==> config.mk <==
export PLATFORM = sky130hd
export DESIGN_NAME = range_frame_source
export DESIGN_NICKNAME = d
export VERILOG_FILES = /design/src/rtl/range_frame_source.sv
export SDC_FILE = /design/constraint.sdc
export NUM_CORES = 1
export LEC_CHECK = 0
export BUFFER_PORTS_ARGS = -buffer_cell sky130_fd_sc_hd__buf_2
export CAP_MARGIN = 20
export CELL_PAD_IN_SITES_DETAIL_PLACEMENT = 1
export CELL_PAD_IN_SITES_GLOBAL_PLACEMENT = 2
export CORE_MARGIN = 10
export CORE_UTILIZATION = 40
export DETAILED_ROUTE_END_ITERATION = 10
export GPL_ROUTABILITY_DRIVEN = 1
export PLACE_DENSITY = 0.86
export SYNTH_ARGS = -nofsm -noshare
export SYNTH_HDL_FRONTEND = slang
export SYNTH_SLANG_ARGS = --single-unit
export TNS_END_PERCENT = 1
==> constraint.sdc <==
create_clock -name clock -period 2.8 [get_ports clock]
set_input_delay 0.56 -clock clock [delete_from_list [all_inputs] [get_ports clock]]
set_output_delay 0.56 -clock clock [all_outputs]
set_load 0.02 [all_outputs]
==> src/rtl/range_frame_source.sv <==
// Framed sample source: buffers preloaded samples, streams them as one go/finish frame
// per start request and captures the receiver's returned range. Optional RANGE_FRAME_SELF_CHECK_EN.
module range_frame_source #(
    parameter int WIDTH = 16,
    parameter int DEPTH = 16
) (
    input  logic                         clock,
    input  logic                         reset,
    input  logic [WIDTH-1:0]             wr_data,
    input  logic                         wr_en,
    output logic                         wr_drop,
    output logic [$clog2(DEPTH+1)-1:0]   count,
    input  logic                         start,
    output logic                         start_err,
    output logic                         busy,
    output logic [WIDTH-1:0]             data_out,
    output logic                         go,
    output logic                         finish,
    input  logic [WIDTH-1:0]             range_in,
    input  logic                         error_in,
    output logic [WIDTH-1:0]             result,
    output logic                         result_valid,
    output logic                         result_error,
    output logic                         result_mismatch
);
    localparam int CW = $clog2(DEPTH+1);
    localparam int PW = $clog2(DEPTH);
    localparam logic [CW-1:0] DEPTH_C = CW'(DEPTH);
    localparam logic [PW-1:0] LAST_P  = PW'(DEPTH-1);

    typedef enum logic [1:0] {S_IDLE, S_SEND, S_WAIT} state_t;

    state_t           state_q, state_d;
    logic [WIDTH-1:0] mem_q [DEPTH];
    logic [PW-1:0]    wr_ptr_q, wr_ptr_d, rd_ptr_q, rd_ptr_d;
    logic [CW-1:0]    count_q, count_d, rem_q, rem_d;
    logic             err_acc_q, err_acc_d;
    logic             wr_drop_q, wr_drop_d, start_err_q, start_err_d;
    logic [WIDTH-1:0] result_q, result_d;
    logic             result_valid_q, result_valid_d;
    logic             result_error_q, result_error_d;
    logic             push, launch, posting;
    logic [CW-1:0]    count_w;

    always_comb begin
        state_d        = state_q;
        wr_ptr_d       = wr_ptr_q;
        rd_ptr_d       = rd_ptr_q;
        rem_d          = rem_q;
        err_acc_d      = err_acc_q;
        start_err_d    = 1'b0;
        result_d       = result_q;
        result_valid_d = 1'b0;
        result_error_d = result_error_q;
        launch         = 1'b0;
        posting        = 1'b0;
        go             = 1'b0;
        finish         = 1'b0;
        data_out       = '0;
        busy           = (state_q != S_IDLE);

        // Writes land only while idle; a same-cycle start sees the new sample.
        push      = wr_en && (state_q == S_IDLE) && (count_q < DEPTH_C);
        wr_drop_d = wr_en && !push;
        count_w   = count_q + CW'(push);
        count_d   = count_w;
        if (push)
            wr_ptr_d = (wr_ptr_q == LAST_P) ? '0 : wr_ptr_q + PW'(1);

        case (state_q)
            S_IDLE: begin
                if (start) begin
                    if (count_w >= CW'(2)) begin
                        launch    = 1'b1;
                        rem_d     = count_w;
                        err_acc_d = 1'b0;
                        state_d   = S_SEND;
                    end else begin
                        start_err_d = 1'b1;
                    end
                end
            end
            S_SEND: begin
                go        = 1'b1;
                finish    = (rem_q == CW'(1));
                data_out  = mem_q[rd_ptr_q];
                rd_ptr_d  = (rd_ptr_q == LAST_P) ? '0 : rd_ptr_q + PW'(1);
                count_d   = count_q - CW'(1);
                rem_d     = rem_q - CW'(1);
                err_acc_d = err_acc_q | error_in;
                if (rem_q == CW'(1))
                    state_d = S_WAIT;
            end
            S_WAIT: begin
                // Receiver registers its range one cycle after finish, so sample it here.
                posting        = 1'b1;
                result_d       = range_in;
                result_valid_d = 1'b1;
                result_error_d = err_acc_q | error_in;
                state_d        = S_IDLE;
            end
            default: state_d = S_IDLE;
        endcase
    end

    always_ff @(posedge clock) begin
        if (push)
            mem_q[wr_ptr_q] <= wr_data;
    end

    always_ff @(posedge clock) begin
        if (reset) begin
            state_q        <= S_IDLE;
            wr_ptr_q       <= '0;
            rd_ptr_q       <= '0;
            count_q        <= '0;
            rem_q          <= '0;
            err_acc_q      <= 1'b0;
            wr_drop_q      <= 1'b0;
            start_err_q    <= 1'b0;
            result_q       <= '0;
            result_valid_q <= 1'b0;
            result_error_q <= 1'b0;
        end else begin
            state_q        <= state_d;
            wr_ptr_q       <= wr_ptr_d;
            rd_ptr_q       <= rd_ptr_d;
            count_q        <= count_d;
            rem_q          <= rem_d;
            err_acc_q      <= err_acc_d;
            wr_drop_q      <= wr_drop_d;
            start_err_q    <= start_err_d;
            result_q       <= result_d;
            result_valid_q <= result_valid_d;
            result_error_q <= result_error_d;
        end
    end

`ifdef RANGE_FRAME_SELF_CHECK_EN
    logic [WIDTH-1:0] min_q, min_d, max_q, max_d;
    logic             first_q, first_d, mismatch_q, mismatch_d;

    always_comb begin
        min_d      = min_q;
        max_d      = max_q;
        first_d    = first_q;
        mismatch_d = 1'b0;
        if (launch)
            first_d = 1'b1;
        if (state_q == S_SEND) begin
            first_d = 1'b0;
            if (first_q) begin
                min_d = data_out;
                max_d = data_out;
            end else begin
                if (data_out < min_q) min_d = data_out;
                if (data_out > max_q) max_d = data_out;
            end
        end
        if (posting)
            mismatch_d = (range_in != (max_q - min_q));
    end

    always_ff @(posedge clock) begin
        if (reset) begin
            min_q      <= '0;
            max_q      <= '0;
            first_q    <= 1'b0;
            mismatch_q <= 1'b0;
        end else begin
            min_q      <= min_d;
            max_q      <= max_d;
            first_q    <= first_d;
            mismatch_q <= mismatch_d;
        end
    end

    assign result_mismatch = mismatch_q;
`else
    assign result_mismatch = 1'b0;
`endif

    assign wr_drop      = wr_drop_q;
    assign start_err    = start_err_q;
    assign count        = count_q;
    assign result       = result_q;
    assign result_valid = result_valid_q;
    assign result_error = result_error_q;
endmodule
==> results of run 1 <==
[registers in the layout, indices dropped and copies added, names as in the netlist, 2 cells and up, named ones only]
name / count
mem_q: 256
count: 5
state_q: 2
rd_ptr_q: 4
wr_ptr_q: 4
rem_q: 5
result: 16
[layout make-up]
class | instances | area, um2 | share of cell area (%)
clock inverters | 16 | 208 | 1.40
clock buffers | 39 | 806 | 5.44
repair buffers | 158 | 1340 | 9.07
flip-flops and latches | 301 | 8600 | 58.0
well taps | 390 | 488 | 3.30
multi-input cells | 374 | 3330 | 22.5
inverters | 10 | 37.5 | 0.253
[report_power, final]
group	total [mW]	switching (mW)	internal [mW]
registers	5.26	0.156	5.11
logic	3.22	1.73	1.49
clock network	4.16	1.68	2.48
[layer usage]
metal | vias up | wire, um | GRT usage, %
met2 | 243 | 15800 | 28.8
met5 | - | 7 | 0
met1 | 3684 | 13200 | 22.1
met3 | 65 | 2130 | 3.76
li1 | 3128 | - | -
met4 | 2 | 971 | 6.17
[metrics by stage]
stage | hold WS [ps] | std cells | setup TNS [ps] | setup slack, ps
6_report | 257 | 1288 | -1230 | -168
3_3_place_gp | 439 | 1206 | 0 | 243
4_1_cts | 231 | 1286 | -1330 | -106
3_5_place_dp | 449 | 1206 | 0 | 176
5_1_grt | 240 | 1288 | -2600 | -223
2_1_floorplan | 449 | 725 | 0 | 7.30
[what timing repair did]
item                       4_1_cts  5_1_grt
buffers inserted                18        3
setup endpoints to repair       16       24
pin swaps                       12       19
gates resized for setup         57       37
gates cloned                     7        0
[Yosys cell counts, types with 8 or more instances]
library cell and instances:
a211oi_1 23, a21oi_1 32, a22oi_1 10, and3_1 10
buf_2 10, clkbuf_1 17, dfxtp_1 45, edfxtp_1 256
ha_1 10, inv_1 8, mux2_2 12, mux2i_1 27
mux4_2 44, nand2_1 72, nor2_1 36, nor2b_1 13
nor3_1 8, o21ai_0 15
[cells by family after synthesis]
family | count (synthesis)
xor+xnor | 8
other cells | 1
simple gates | 165
buf+inv | 50
fa+ha+maj | 10
flops | 301
compound gates | 107
mux | 83
[worst paths after layout]
kind	from	end
worst max-delay path	flip-flop	data_out[2]
worst min-delay path	range_in[3]	result[3]$_SDFFE_PP0P_
worst max register to register	state_q[1]$_SDFFE_PP0P_	err_acc_q$_SDFFE_PP0P_
worst min register to register	result[12]$_SDFFE_PP0P_	result[12]$_SDFFE_PP0P_
[worst min-delay path, cell delays in order]
cell,delay (ps)
buf_2,100
nand2_1,40
a21oi_1,50
==> flow_summary.yaml, run 1 <==
sta:
  fin_crit_sh_pct: 106
  fin_ws_ps: -168
  slew-limit-headroom_pct: 45.6
  setup_viol: 15
  fin_skew_ps: 19.5
  max_clock_freq_mhz: 337
  hold_viol: 0
  tightest_slew_ps: 817
  min_period_ps: 2970
  slew_viol_final: 0
  rsz0062_at_grt: "yes"
worst_setup_path:
  critPathMaxFanout: 7
  worstPathRequired_ps: 2240
  critPathKind: "reg2out"
  path_cells: "buf_12, buf_12, buf_16, mux2_4, nand2_2, o211ai_1, o221ai_2, o22ai_2, buf_6"
  crit_family: "compound AO/OA/AOI/OAI gates"
  slowest_delay_ps: 370
  critPathMostFrequentCell: "buf_12"
  reg2regPathDepth: 11
  critPathBufInv: 4
  arrival_ps: 2410
  path_depth: 9
  start_kind: "flip-flop"
  r2r_slack_ps: 280
  cpMaxStageDelayCell: "dfxtp_4"
  end_kind: "output pin"
layout:
  fill_cells: 2843
  area_growth_pct: 24.3
  fin_area_mm2: 0.0148
  fin_util_pct: 50.2
  drive_above_1_share_pct: 35.6
  layout_commonest_cell: "edfxtp_1"
  n_antenna_cell: 0
  final_cell_mix: "256 x edfxtp_1, 68 x nand2_1, 68 x buf_2, 59 x buf_4, 44 x mux4_2"
  nNetsFinal: 923
drt:
  wl_per_cell_um: 24.9
  drtIter0Drc: 494
  ant_nets: 0
  routed_wirelength_mm: 32.1
  vias_per_cell: 5.53
  via_count: 7122
  post-route-drc-count: 0
  first_pass_iters: 5
yosys:
  synth_seq_cells: 301
  syn-num-nets: 772
  synth-main-ff-cell: "edfxtp_1"
  synth-compound-area-share_pct: 5.98
  synthSimpleGateAreaFrac_pct: 6.42
  synth-async-reset-ratio_pct: 0
  synth.area.top_cells: "edfxtp_1 65%, mux4_2 8.3%, dfxtp_1 7.6%, mux2i_1 2.3%, nand2_1 2.3%"
  muxShareOfSynthArea_pct: 11.7
  ys_seq_area_share_pct: 72.1
  synth_fa_ha_area_share_pct: 1.05
  synth_top_area_share_pct: 64.5
  ys.warnings.count: 0
  synthXorXnorAreaFrac_pct: 0.651
  synth-edff-count: 256
  postSynthCellCount: 725
  netlist_area_mm2: 0.0119
  post-synth-top-area-cell: "edfxtp_1"
  synth_cell_type_count: 52
  synth_top_family_by_area: "multiplexers"
  syn_area_per_cell_um2: 16.4
grt:
  antenna_found_initial: 1
  grt_pass1_vias: 7753
  grt_max_degree: 42
  grt_pass1_wl_mm: 48.7
  grt_use_total_pct: 17.4
  overflow: 0
clocking:
  clock_sinks: 301
  postCtsHoldBufs: 0
  cts-root-buf: "clkbuf_16"
  htree_levels: 1
  cts.path.max_buffers: 3
  cts_tree: "yes"
  cts.clk_slew.worst_paths_ps: 60
  numCtsBuffers: 31
  worst_skew_pair.late_latency_ps: 560
placement:
  dp_hpwl_mm: 19.0
  gp_congestion: 0.772
  place_area_mm2: 0.0131
  port_buffers: 80
run_status:
  violations: "negative setup slack"
  status: "finished with violations"
pwr:
  irDropWorstVdd_mv: 0.575
  powerDensity_mw_per_mm2: 854
  finalPower_mw: 12.6
  leakage_nw: 5.06
min_path:
  hold_class: "in2reg"
  holdPathStages: 3
floorplan:
  chipWidth_um: 193
  die_y_um: 193
  io_pins: 82
  core_area_mm2: 0.0295
  rows: 63
  dieArea_mm2: 0.0371
  start_util_pct: 40.4
job:
  maxCapViolations: 0
Note: power is estimated with default switching activity, not from simulation.
==> run 2: changes to the inputs <==
--- a/config.mk
+++ b/config.mk
@@ -5,7 +5,7 @@
 export SDC_FILE = /design/constraint.sdc
 export NUM_CORES = 1
 export LEC_CHECK = 0
-export BUFFER_PORTS_ARGS = -buffer_cell sky130_fd_sc_hd__buf_2
+export BUFFER_PORTS_ARGS = -buffer_cell sky130_fd_sc_hd__buf_4
 export CAP_MARGIN = 20
 export CELL_PAD_IN_SITES_DETAIL_PLACEMENT = 1
 export CELL_PAD_IN_SITES_GLOBAL_PLACEMENT = 2
==> flow_summary.yaml, run 2 (same netlist as run 1, synthesis figures left out) <==
pwr:
  clkPwrFrac_pct: 36.5
  powerDensity_mw_per_mm2: 868
  intPower_mw: 9.34
  leakage_nw: 5.00
  power.share.combinational_pct: 22.5
  switching_share_pct: 27.4
  seqPwrFrac_pct: 41.0
  irDropWorstVdd_mv: 0.440
  p_sw_mw: 3.52
drt:
  wl_per_cell_um: 24.0
  routed_wirelength_mm: 30.8
  vias_per_cell: 5.42
  post-route-drc-count: 0
  first_pass_iters: 5
  ant_nets: 0
  via_count: 6949
  drtIter0Drc: 526
worst_setup_path:
  critPathKind: "reg2out"
  crit_family: "buffers and inverters"
  start_kind: "flip-flop"
  path_cells: "nand2b_1, clkinv_1, nand2_1, buf_4, a211oi_2, a32oi_1, o21ai_1, buf_4"
  worstPathRequired_ps: 2240
  critPathMostFrequentCell: "buf_4"
  critPathMaxFanout: 7
  critPathBufInv: 3
  arrival_ps: 2270
  cpMaxStageDelayCell: "dfxtp_1"
  slowest_delay_ps: 420
  end_kind: "output pin"
  r2r_slack_ps: 250
sta:
  max_clock_freq_mhz: 353
  setup_viol: 2
  fin_ws_ps: -31.8
  tightest_slew_ps: 653
  fin_crit_sh_pct: 101
  slew_viol_final: 0
  hold_viol: 0
  fin_skew_ps: 14.6
  min_period_ps: 2830
  slew-limit-headroom_pct: 56.3
  rsz0062_at_grt: "yes"
grt:
  overflow: 0
  grt_pass1_wl_mm: 46.8
  antenna_found_initial: 0
  grt_max_degree: 42
  grt_use_total_pct: 16.7
  grt_pass1_vias: 7604
min_path:
  hold_class: "in2reg"
placement:
  port_buffers: 80
  gp_congestion: 0.754
  place_ws_ps: 109
  dp_hpwl_mm: 19.2
clocking:
  cts.clk_slew.worst_paths_ps: 60
  clock_sinks: 301
  cts.path.max_buffers: 3
  cts_tree: "yes"
  postCtsHoldBufs: 0
  htree_levels: 2
  worst_skew_pair.late_latency_ps: 500
  numCtsBuffers: 34
  cts-root-buf: "clkbuf_16"
layout:
  nNetsFinal: 914
  n_antenna_cell: 0
  top_register: "mem_q"
  fin_util_pct: 50.2
  largest_reg_flops: 256
  drive_above_1_share_pct: 33.4
  final_cell_mix: "256 x edfxtp_1, 127 x buf_4, 71 x nand2_1, 44 x mux4_2, 43 x dfxtp_1"
  area_growth_pct: 24.3
  layout_commonest_cell: "edfxtp_1"
floorplan:
  dieArea_mm2: 0.0371
  core_area_mm2: 0.0295
  chipWidth_um: 193
  io_pins: 82
  die_y_um: 193
  rows: 63
  start_util_pct: 40.4
run_status:
  status: "finished with violations"
  violations: "negative setup slack"
job:
  maxCapViolations: 0
-- run 2: cell count changes in the layout (fill, tap and decap cells not counted), sizes merged, moves of 2 or more --
| cell | before | now |
|---|---|---|
| clkinvlp | 2 | 4 |
| inv | 9 | 11 |
| buf | 155 | 146 |
| clkbuf | 39 | 43 |
| clkinv | 10 | 7 |
| bufbuf | 3 | 0 |
-- run 2: area by class of cell --
type / count / area (um2)
Sequential cell: 301 / 8600
Multi-Input combinational cell: 374 / 3240
Fill cell: 2884 / 14700
Timing Repair Buffer: 146 / 1260
Tap cell: 390 / 488
Clock buffer: 43 / 926
Inverter: 10 / 37.5
Clock inverter: 18 / 264
-- run 2: power by group through the flow --
stage	clock network (mW)	registers (mW)	logic, mW
after detailed placement	0	5.41	2.61
after floorplan	0	5.36	1.69
after CTS	4.78	5.27	2.85
after global placement	0	5.39	2.56
after global routing	4.97	5.30	3.15
final	4.69	5.27	2.89
-- run 2: final timing paths --
kind | startpoint | endpoint | cells after the start
max reg2reg | state_q[1]$_SDFFE_PP0P_ | err_acc_q$_SDFFE_PP0P_ | 11
max | state_q[1]$_SDFFE_PP0P_ | data_out[14] | 8
min | range_in[1] | result[1]$_SDFFE_PP0P_ | 3
min reg2reg | result[9]$_SDFFE_PP0P_ | result[9]$_SDFFE_PP0P_ | 2
-- run 2: stage by stage --
stage | cells | hold slack [ps] | instance area (um2) | TNS, ps | power (mW)
floorplan | 725 | 449 | 11900 | 0 | 7.05
global placement | 1209 | 442 | 13300 | 0 | 7.95
detailed placement | 1209 | 450 | 13300 | 0 | 8.01
CTS | 1282 | 287 | 14700 | -280 | 12.9
global route | 1282 | 298 | 14800 | -938 | 13.4
finish | 1282 | 305 | 14800 | -61.3 | 12.9
-- run 2: what timing repair did --
| action | 4_1_cts | 5_1_grt |
|---|---|---|
| gates cloned | 1 | 0 |
| setup buffers | 11 | 0 |
| gates resized for setup | 25 | 27 |
| endpoints found under the setup margin | 16 | 23 |
| endpoints found under the hold margin | 0 | 0 |
| pin swaps | 1 | 5 |
-- run 2: per-layer routing --
| layer | track usage [%] | vias to the layer above | share of wire (%) |
|---|---|---|---|
| met1 | 21.2 | 3579 | 42 |
| met2 | 27.5 | 225 | 49 |
| li1 | - | 3113 | - |
| met5 | 0 | - | 0 |
| met3 | 4.34 | 32 | 6.8 |
| met4 | 4.95 | 0 | 1.8 |
-- run 2: tightest hold or removal path, cell delays in order --
cell and delay [ps]:
buf_4 110, nand2_1 40, a21oi_1 50
==> run 3: changes to the inputs <==
--- a/config.mk
+++ b/config.mk
@@ -13,7 +13,7 @@
 export CORE_UTILIZATION = 40
 export DETAILED_ROUTE_END_ITERATION = 10
 export GPL_ROUTABILITY_DRIVEN = 1
-export PLACE_DENSITY = 0.86
+export PLACE_DENSITY_LB_ADDON = 0.1
 export SYNTH_ARGS = -nofsm -noshare
 export SYNTH_HDL_FRONTEND = slang
 export SYNTH_SLANG_ARGS = --single-unit
==> flow_summary.yaml, run 3 (same netlist as run 1, synthesis figures left out) <==
worst_setup_path:
  critPathMaxFanout: 8
  start_kind: "flip-flop"
  arrival_ps: 2280
  end_kind: "output pin"
  worstPathRequired_ps: 2240
  critPathKind: "reg2out"
pwr:
  clkPwrFrac_pct: 33.7
  irDropWorstVdd_mv: 0.551
  seqPwrFrac_pct: 42.0
  power.share.combinational_pct: 24.3
  p_sw_mw: 3.55
  intPower_mw: 9.05
  leakage_nw: 5.05
  switching_share_pct: 28.2
  powerDensity_mw_per_mm2: 846
  finalPower_mw: 12.6
job:
  maxCapViolations: 0
sta:
  final.setup.tns_ps: -127
  rsz0062_at_grt: "yes"
  slew_viol_final: 0
  max_clock_freq_mhz: 352
  setup_viol: 6
  fin_ws_ps: -44.1
  fin_skew_ps: 23.1
  slew-limit-headroom_pct: 58.4
  min_period_ps: 2840
  hold_viol: 0
  tightest_slew_ps: 622
  fin_crit_sh_pct: 102
placement:
  place_ws_ps: 192
  port_buffers: 80
  gp_congestion: 0.774
  dp_hpwl_mm: 19.7
  place_area_mm2: 0.0133
grt:
  grt_max_degree: 42
  grt_pass1_wl_mm: 46.2
  overflow: 0
  antenna_found_initial: 0
  grt_use_total_pct: 16.6
  grt_pass1_vias: 7584
floorplan:
  die_y_um: 193
  io_pins: 82
  rows: 63
  core_area_mm2: 0.0295
  chipWidth_um: 193
  dieArea_mm2: 0.0371
  start_util_pct: 40.4
layout:
  largest_reg_flops: 256
  layout_commonest_cell: "edfxtp_1"
  nNetsFinal: 922
  n_antenna_cell: 0
  drive_above_1_share_pct: 35.6
  fill_cells: 2840
  area_growth_pct: 25.1
  fin_area_mm2: 0.0149
  ff_latch_area_mm2: 0.00860
  multiInputGateArea_mm2: 0.00334
  final_cell_mix: "256 x edfxtp_1, 130 x buf_4, 70 x nand2_1, 44 x mux4_2, 41 x dfxtp_1"
  top_register: "mem_q"
clocking:
  cts.clk_slew.worst_paths_ps: 60
  htree_levels: 2
  cts.path.max_buffers: 3
  cts-root-buf: "clkbuf_16"
  worst_skew_pair.late_latency_ps: 520
  numCtsBuffers: 35
  cts_tree: "yes"
  clock_sinks: 301
drt:
  vias_per_cell: 5.41
  first_pass_iters: 5
  drtIter0Drc: 427
  ant_nets: 0
  top_layer: "met4"
  met2_length_mm: 16.0
  routed_wirelength_mm: 30.9
  post-route-drc-count: 0
  wl_per_cell_um: 24.0
  drt-met1-wl_mm: 12.9
  via_count: 6972
  wl_met3_mm: 1.33
run_status:
  violations: "negative setup slack"
  status: "finished with violations"
min_path:
  hold_class: "in2reg"
run 3: cell count changes in the layout (fill, tap and decap cells not counted), sizes merged:
cell      previous run  this run
buf                146       152
bufinv               6         1
clkbuf              43        48
clkinv               7        10
clkinvlp             4         2
run 3: path summary, 6_finish.rpt:
| kind | startpoint | end | slack, ps | depth (start not counted) |
|---|---|---|---|---|
| max reg2reg | state_q[0]$_SDFFE_PP0P_ | rem_q[2]$_SDFFE_PP0P_ | 270 | 11 |
| min reg2reg | result[9]$_SDFFE_PP0P_ | result[9]$_SDFFE_PP0P_ | 460 | 2 |
| max | flip-flop | data_out[14] | -40 | 6 |
| min | range_in[8] | result[8]$_SDFFE_PP0P_ | 290 | 3 |
run 3: repair_timing:
action                                  CTS  global route
endpoints found under the setup margin   16            16
hold buffers                              0             0
pin swaps                                 7            16
cloned                                    2             1
resized for setup                        49            41
setup buffers                            10             7
run 3: per-layer routing:
| metal | up-vias | global-route usage (%) |
|---|---|---|
| li1 | 3126 | - |
| met1 | 3646 | 20.9 |
| met2 | 147 | 28.7 |
| met3 | 53 | 2.93 |
| met4 | 0 | 4.95 |
| met5 | - | 0 |
run 3: cell type report:
cell class,count,area share [%]
Inverter,10,0.252
Clock inverter,14,0.756
Clock buffer,47,6.46
Timing Repair Buffer,153,9.14
Multi-Input combinational cell,374,22.4
Tap cell,390,3.28
Sequential cell,301,57.7
run 3: power by group through the flow:
| stage | clock, mW | combinational [mW] | sequential (mW) |
|---|---|---|---|
| 2_1_floorplan | 0 | 1.69 | 5.36 |
| 3_3_place_gp | 0 | 2.63 | 5.36 |
| 3_5_place_dp | 0 | 2.67 | 5.38 |
| 4_1_cts | 4.36 | 2.93 | 5.29 |
| 5_1_grt | 4.56 | 3.31 | 5.32 |
| 6_report | 4.25 | 3.06 | 5.29 |
run 3: stage by stage:
stage	utilization, %	hold WS (ps)	std cells
floorplan	-	449	725
finish	50.5	291	1289
CTS	49.7	280	1281
global route	50.5	281	1289
detailed placement	45.0	453	1211
global placement	45.0	446	1211
run 3: critical path, stage by stage (launching register included):
cell and delay (ps):
dfxtp_4 460, buf_16 170, buf_8 120, mux4_2 510
a32oi_2 230, o21ai_2 130, buf_6 150
